**config.mk**
```make
export PLATFORM = sky130hd
export DESIGN_NAME = riscv_crypto_fu_ssm3_inv
export DESIGN_NICKNAME = d
export VERILOG_FILES = /design/src/rtl/riscv_crypto_fu_ssm3_pkg.sv /design/src/rtl/riscv_crypto_ssm3_perm.sv /design/src/rtl/riscv_crypto_fu_ssm3_inv.sv
export SDC_FILE = /design/constraint.sdc
export NUM_CORES = 1
export LEC_CHECK = 0
export ABC_CLOCK_PERIOD_IN_PS = 2500
export CAP_MARGIN = 25
export CORE_ASPECT_RATIO = 0.5
export CORE_UTILIZATION = 50
export DETAILED_ROUTE_END_ITERATION = 10
export PLACE_DENSITY = 0.83
export SLEW_MARGIN = 25
export SYNTH_ARGS = -nofsm -noshare
export SYNTH_HDL_FRONTEND = slang
export SYNTH_SLANG_ARGS = --single-unit
```
**constraint.sdc**
```tcl
create_clock -name g_clk -period 2.5 [get_ports g_clk]
set_input_delay 0.75 -clock g_clk [delete_from_list [all_inputs] [get_ports g_clk]]
set_output_delay 0.75 -clock g_clk [all_outputs]
set_load 0.05 [all_outputs]
```
**src/rtl/riscv_crypto_fu_ssm3_pkg.sv**
```systemverilog
// ---------------------------------------------------------------------------
// riscv_crypto_fu_ssm3_pkg
//  Shared definitions for the SM3 crypto functional units: FSM state
//  encodings, P0/P1 rotation constants, iteration counts and the op decoder.
//  No ports (package).
// ---------------------------------------------------------------------------
package riscv_crypto_fu_ssm3_pkg;

    // FSM states of the iterating permutation unit.
    typedef enum logic [1:0] {
        ST_IDLE = 2'd0,
        ST_RUN  = 2'd1,
        ST_DONE = 2'd2
    } fu_state_e;

    // Which SM3 linear permutation a step applies.
    typedef enum logic {
        SEL_P0 = 1'b0,
        SEL_P1 = 1'b1
    } perm_sel_e;

    localparam int unsigned WORD_W = 32;

    // Rotation amounts: P0 = x ^ rol9 ^ rol17, P1 = x ^ rol15 ^ rol23.
    localparam int unsigned P0_ROT_A = 9;
    localparam int unsigned P0_ROT_B = 17;
    localparam int unsigned P1_ROT_A = 15;
    localparam int unsigned P1_ROT_B = 23;

    // Iteration counter width and step counts (P^4 = I, so inverse = P^3).
    localparam int unsigned CNT_W = 2;
    localparam logic [CNT_W-1:0] ITER_FWD = CNT_W'(1);
    localparam logic [CNT_W-1:0] ITER_INV = CNT_W'(3);

    // Decoded op: which permutation and how many steps to run.
    typedef struct packed {
        perm_sel_e        sel;
        logic [CNT_W-1:0] iters;
    } op_decode_t;

    // Rotate left of a 32-bit word by a constant amount in 1..31.
    function automatic logic [WORD_W-1:0] rol32(
        input logic [WORD_W-1:0] x,
        input int unsigned       n
    );
        return (x << n) | (x >> (WORD_W - n));
    endfunction

    // Priority p0i > p1i > p0 > p1 keeps illegal multi-hot encodings deterministic.
    function automatic op_decode_t decode_op(
        input logic p0,
        input logic p1,
        input logic p0i,
        input logic p1i
    );
        op_decode_t d;
        d.sel   = SEL_P0;
        d.iters = ITER_FWD;
        if (p0i) begin
            d.sel   = SEL_P0;
            d.iters = ITER_INV;
        end else if (p1i) begin
            d.sel   = SEL_P1;
            d.iters = ITER_INV;
        end else if (p0) begin
            d.sel   = SEL_P0;
            d.iters = ITER_FWD;
        end else if (p1) begin
            d.sel   = SEL_P1;
            d.iters = ITER_FWD;
        end
        return d;
    endfunction

endpackage

```
**src/rtl/riscv_crypto_ssm3_perm.sv**
```systemverilog
// ---------------------------------------------------------------------------
// riscv_crypto_ssm3_perm
//  Combinational single step of the SM3 P0 or P1 linear permutation.
//  Ports:
//   x   in  32  input word
//   sel in  1   SEL_P0 / SEL_P1
//   y   out 32  P_sel(x)
// ---------------------------------------------------------------------------
module riscv_crypto_ssm3_perm
    import riscv_crypto_fu_ssm3_pkg::*;
(
    input  logic [WORD_W-1:0] x,
    input  perm_sel_e         sel,
    output logic [WORD_W-1:0] y
);

    logic [WORD_W-1:0] p0_y;
    logic [WORD_W-1:0] p1_y;

    // Both permutations are cheap XOR trees; compute both and select.
    always_comb begin
        p0_y = x ^ rol32(x, P0_ROT_A) ^ rol32(x, P0_ROT_B);
        p1_y = x ^ rol32(x, P1_ROT_A) ^ rol32(x, P1_ROT_B);
        y    = (sel == SEL_P1) ? p1_y : p0_y;
    end

endmodule

```
**src/rtl/riscv_crypto_fu_ssm3_inv.sv**
```systemverilog
// ---------------------------------------------------------------------------
// riscv_crypto_fu_ssm3_inv
//  Multi-cycle FU computing SM3 P0/P1 and their inverses (P^3) by iterating
//  one permutation step per cycle.
//  Ports:
//   g_clk        in   1     clock
//   g_reset      in   1     synchronous active-high reset
//   valid        in   1     op request, held until ready
//   rs1          in   32    source operand
//   op_ssm3_p0   in   1     forward P0
//   op_ssm3_p1   in   1     forward P1
//   op_ssm3_p0i  in   1     inverse P0
//   op_ssm3_p1i  in   1     inverse P1
//   ready        out  1     one-cycle result strobe (decoded from state)
//   rd           out  XLEN  zero-extended result, 0 when ready=0
//  XLEN must be 32 or 64.
// ---------------------------------------------------------------------------
module riscv_crypto_fu_ssm3_inv
    import riscv_crypto_fu_ssm3_pkg::*;
#(
    parameter int unsigned XLEN = 64
) (
    input  logic              g_clk,
    input  logic              g_reset,
    input  logic              valid,
    input  logic [WORD_W-1:0] rs1,
    input  logic              op_ssm3_p0,
    input  logic              op_ssm3_p1,
    input  logic              op_ssm3_p0i,
    input  logic              op_ssm3_p1i,
    output logic              ready,
    output logic [XLEN-1:0]   rd
);

    fu_state_e         state_q;
    fu_state_e         state_d;
    logic [WORD_W-1:0] acc_q;
    logic [WORD_W-1:0] acc_d;
    logic [CNT_W-1:0]  cnt_q;
    logic [CNT_W-1:0]  cnt_d;
    perm_sel_e         sel_q;
    perm_sel_e         sel_d;

    logic              any_op;
    op_decode_t        dec;
    logic [WORD_W-1:0] perm_y;

    // One permutation step on the accumulator.
    riscv_crypto_ssm3_perm u_perm (
        .x   (acc_q),
        .sel (sel_q),
        .y   (perm_y)
    );

    // Op decode for the accept decision in IDLE.
    always_comb begin
        any_op = op_ssm3_p0 | op_ssm3_p1 | op_ssm3_p0i | op_ssm3_p1i;
        dec    = decode_op(op_ssm3_p0, op_ssm3_p1, op_ssm3_p0i, op_ssm3_p1i);
    end

    // State and datapath registers.
    always_ff @(posedge g_clk) begin
        if (g_reset) begin
            state_q <= ST_IDLE;
            acc_q   <= '0;
            cnt_q   <= '0;
            sel_q   <= SEL_P0;
        end else begin
            state_q <= state_d;
            acc_q   <= acc_d;
            cnt_q   <= cnt_d;
            sel_q   <= sel_d;
        end
    end

    // Next-state, datapath update and output decode.
    always_comb begin
        state_d = state_q;
        acc_d   = acc_q;
        cnt_d   = cnt_q;
        sel_d   = sel_q;
        ready   = 1'b0;
        rd      = '0;

        unique case (state_q)
            ST_IDLE: begin
                if (valid && any_op) begin
                    acc_d   = rs1;
                    sel_d   = dec.sel;
                    cnt_d   = dec.iters;
                    state_d = ST_RUN;
                end
            end
            ST_RUN: begin
                // Core withdrew the request: drop the op without a result.
                if (!valid) begin
                    state_d = ST_IDLE;
                end else begin
                    acc_d = perm_y;
                    cnt_d = cnt_q - CNT_W'(1);
                    if (cnt_q == CNT_W'(1)) begin
                        state_d = ST_DONE;
                    end
                end
            end
            ST_DONE: begin
                ready   = 1'b1;
                rd      = XLEN'(acc_q);
                state_d = ST_IDLE;
            end
            default: begin
                state_d = ST_IDLE;
            end
        endcase
    end

endmodule

```
==> results <==
- The flow ran to the end, and the final reports show no timing, DRC or antenna violations.
- After Yosys synthesis, and, or, nand and nor cells account for between 10% and 20% of the synthesized area.
- The post-synthesis share of cell area spent on xor and xnor gates is 25.6%.
- The net count of the finished layout is 517.
- The worst setup path is launched from a flip-flop.
- By area, the combinational part of the netlist is dominated by XOR/XNOR gates.
- For this run, the top clock speed supported by timing is roughly 430 MHz.
- The H-tree depth is 2.
- Clock tree synthesis inserted a total of 5 buffers.
- 0 antenna diodes ended up in the layout.
- The most used flip-flop cell after synthesis is dfxtp_1.
- The TritonCTS clock tree is yes.
- The wire-length estimate of the detail-placed layout is between 7000 and 8000 µm.
- The share of total power dissipated in sequential elements is roughly a third.
- The average cell area after synthesis is around 8.4 µm².
- The clock sink total is 37.
- Synthesis produced 440 cells.
- The routed design has between 10000 and 15000 µm of wire.
- The power density over cell area is around 500 nW/µm².
- The signal on the critical path passes through nor2b_1 > buf_4 > and2_1 > buf_12.
- For this run, the number of standard cells in the final layout without fillers is between 500 and 600.
- For the final database, setup skew stands at about 0.0026 ns.
- The clock transition at the registers of the reported paths is ~0.060 ns.
- The via count of the first global-routing pass was about 3200.
- The die is ~120 µm wide.
- After synthesis the netlist holds a flip-flop and latch count of 37.
- The max-slew violation total from the final report was 0.
- The number of setup buffers added after CTS is 0.
- The data arrival time of the worst path is 1.55 ns.
- The total overflow left after global routing is 0.
- The worst max-slew margin expressed relative to the limit is a little over two fifths.
- The area of the die is around 8000 µm².
- The proportion of register bits with asynchronous set or reset after synthesis is 0%.
- The total of cells resized after clock tree synthesis is 0.
- The cell at the slowest stage of the critical path is dfxtp_1.
- The share of power burned in combinational logic is ~38%.
- The portion of the post-synthesis area used by sequential elements is 20.0%.
- After synthesis the cells add up to between 3000 and 4000 µm².
- The number of antenna violations at the first check in global routing is 0.
- Global routing consumed, over all layers together, about a quarter of the routing resources.
- Setup violations remaining at the end of the flow were counted as 0.
- Internal power comes to approximately 1.5 mW.
- The routed length per placed instance is between 15 and 20 µm.
- The number of synthesized flops with an enable pin is 0.
- In this run, distinct cell masters in the synthesized netlist total 42.
- The post-synthesis adder-cell area fraction is less than 1%.
- The number of design-rule violations left by the first detailed-router iteration is 276.
- The leakage power of the design is around 2.0 nW.
- Dividing the final minimum period by the clock period gives 92.2%.
- Yosys printed 0 warnings.
- The die is 62.9 µm tall.
- The post-route netlist has between 10% and 20% of its cells at a drive strength greater than 1.
- Setup repair after global routing left no endpoint under its margin.
- The number of hold-repair buffers added at the cts stage is 0.
- The max capacitance violation total is 0.
- The insertion delay of the later-clocked pin in the worst-skew pair is approximately 0.28 ns.
- For the worst setup path, the data required time is roughly 1.8 ns.
- The clock network burns roughly 28% of the power.
- Leaving out fill and tap cells, the most frequent cell in the layout is clkdlybuf4s50_1.
- The worst setup path is captured at a primary output.
- Using the TritonRoute via totals, the vias-per-cell ratio works out to about 5.8.
- In this run the worst path has a maximum fanout of 33.
- In the layout the commonest cells are clkdlybuf4s50_1, dfxtp_1, buf_12, and2_1, conb_1.
- The number of top-level pins is roughly 100.
- Net switching is between 30% and 40% of the power.
- The synthesized netlist devotes 22.0% of its cell area to compound gates.
- The worst-case clock buffer depth is 2.
- At the pin with the least slew margin, the transition time is approximately 0.84 ns.
- Summed over all failing endpoints, the final setup total negative slack is 0 ns.
- After floorplanning, the core was divided into 21 placement rows.
- At the end of routability-driven placement, the weighted congestion stood at 0.876.
- Across all layers, the routed design uses roughly 3300 vias.
- The largest incremental delay on the critical path is ~0.4 ns.
- The number of placed instances, taps included, is 562.
- Entering global routing, the biggest net connects 40 pins.
- The reported net switching power is between 0.8 and 0.9 mW.
- The worst supply voltage drop on vdd is approximately 320 µV.
- In this run the standard cell core region covers about 6900 µm².
- The residual antenna-violating net count after detailed routing is 0.
- The tightest min-delay check is of the reg -> reg type.
- The worst setup path is of the reg -> out kind.
- The port buffer count is 71.
- The first global-routing pass estimated 15900 µm of wire.
- The first detailed-routing pass took 5 iterations.
- Subtracting the final worst setup slack from the clock period gives 2.30 ns.
- Once the floorplan was initialized, standard cells occupied between 50 and 60% of the core.
- The number of failing hold endpoints at the final stage is 0.
- The mux cell area share after synthesis is 0%.
- The clock tree root buffer cell is clkbuf_16.
- From synthesis to final layout, the design area changed by 28.2%.
- The DRC violation count after routing is 0.
- The worst hold slack across all endpoints is 0.473 ns.
registers in the layout, summed over array words and instances, names as in the netlist:
name	flops
cnt_q	2
state_q	2
sel_q	1
acc_q	32
final cells by class:
| cell class | count | area (µm²) |
|---|---|---|
| Clock buffer | 7 | 143 |
| Sequential cell | 37 | 741 |
| Tap cell | 92 | 115 |
| Inverter | 14 | 52.6 |
| Fill cell | 527 | 2160 |
| Multi-Input combinational cell | 333 | 2520 |
| Timing Repair Buffer | 86 | 1180 |
kinds of logic (layout without fill, tap and decap cells):
| logic type | after synthesis | after routing |
|---|---|---|
| and+or+nand+nor | 120 | 120 |
| DFF | 37 | 37 |
| other | 1 | 32 |
| adders and majority gates | 1 | 1 |
| buffers and inverters | 101 | 107 |
| AOI/OAI and AO/OA | 113 | 113 |
| xor gates and xnor gates | 67 | 67 |
through the flow:
step	setup WS, ns	area (µm²)	total power [mW]	util, %
finish	0.195	4750	2.35	68.7
global route	0.124	4750	2.44	68.7
CTS	0.199	4750	2.33	68.7
detailed placement	0.0193	4600	1.68	66.6
global placement	0.0643	4600	1.66	66.6
floorplan	0.267	3820	1.53	-
Yosys cell counts, types with 4 or more instances:
| cell type | n | share of area, % |
|---|---|---|
| xor3_1 | 24 | 15 |
| a21oi_1 | 15 | 2.0 |
| nand2_1 | 24 | 2.4 |
| nor3_1 | 19 | 2.6 |
| a22o_1 | 9 | 2.1 |
| xor2_1 | 15 | 3.5 |
| nor4_1 | 4 | 0.68 |
| nor2_1 | 27 | 2.7 |
| buf_6 | 4 | 1.2 |
| clkbuf_1 | 25 | 2.5 |
| o32ai_1 | 10 | 2.4 |
| inv_1 | 13 | 1.3 |
| a211oi_1 | 5 | 1.0 |
| o21ai_0 | 17 | 2.3 |
| dfxtp_1 | 37 | 20 |
| buf_2 | 25 | 3.4 |
| xnor2_1 | 28 | 6.6 |
| a221o_1 | 11 | 3.0 |
| a21o_1 | 10 | 2.0 |
| o22ai_1 | 20 | 3.4 |
| buf_4 | 33 | 6.7 |
| and2_1 | 32 | 5.4 |
power by group through the flow:
stage	logic [mW]	clock network (mW)	registers [mW]
after floorplan	0.860	0	0.673
after global placement	0.843	0	0.814
after detailed placement	0.863	0	0.821
after CTS	0.874	0.645	0.807
after global routing	0.944	0.675	0.822
final	0.885	0.649	0.811
critical path: cells and delay by family, from the launching register on:
| kind | cells | cell delay [ns] |
|---|---|---|
| DFF | 1 | 0.40 |
| buffers and inverters | 2 | 0.46 |
| and+or+nand+nor | 2 | 0.39 |
metal layers:
metal / wire [µm] / track usage (%) / vias up
met1: 4290 / 34.3 / 1573
met3: 811 / 5.11 / 22
li1: - / - / 1548
met4: 185 / 10.1 / 0
met5: 0 / 0 / -
met2: 4720 / 43.2 / 175
final timing paths:
| check | start | to | slack (ns) | cells after the start |
|---|---|---|---|---|
| worst max register to register | state_q[0]$_SDFFE_PP0P_ | acc_q[3]$_SDFFE_PP0P_ | 0.36 | 4 |
| worst min register to register | cnt_q[1]$_SDFFE_PP0P_ | cnt_q[1]$_SDFFE_PP0P_ | 0.47 | 2 |
| worst max-delay path | state_q[0]$_SDFFE_PP0P_ | rd[5] | 0.20 | 4 |
| worst min-delay path | cnt_q[1]$_SDFFE_PP0P_ | cnt_q[1]$_SDFFE_PP0P_ | 0.47 | 2 |
(Power assumes the default switching activity.)
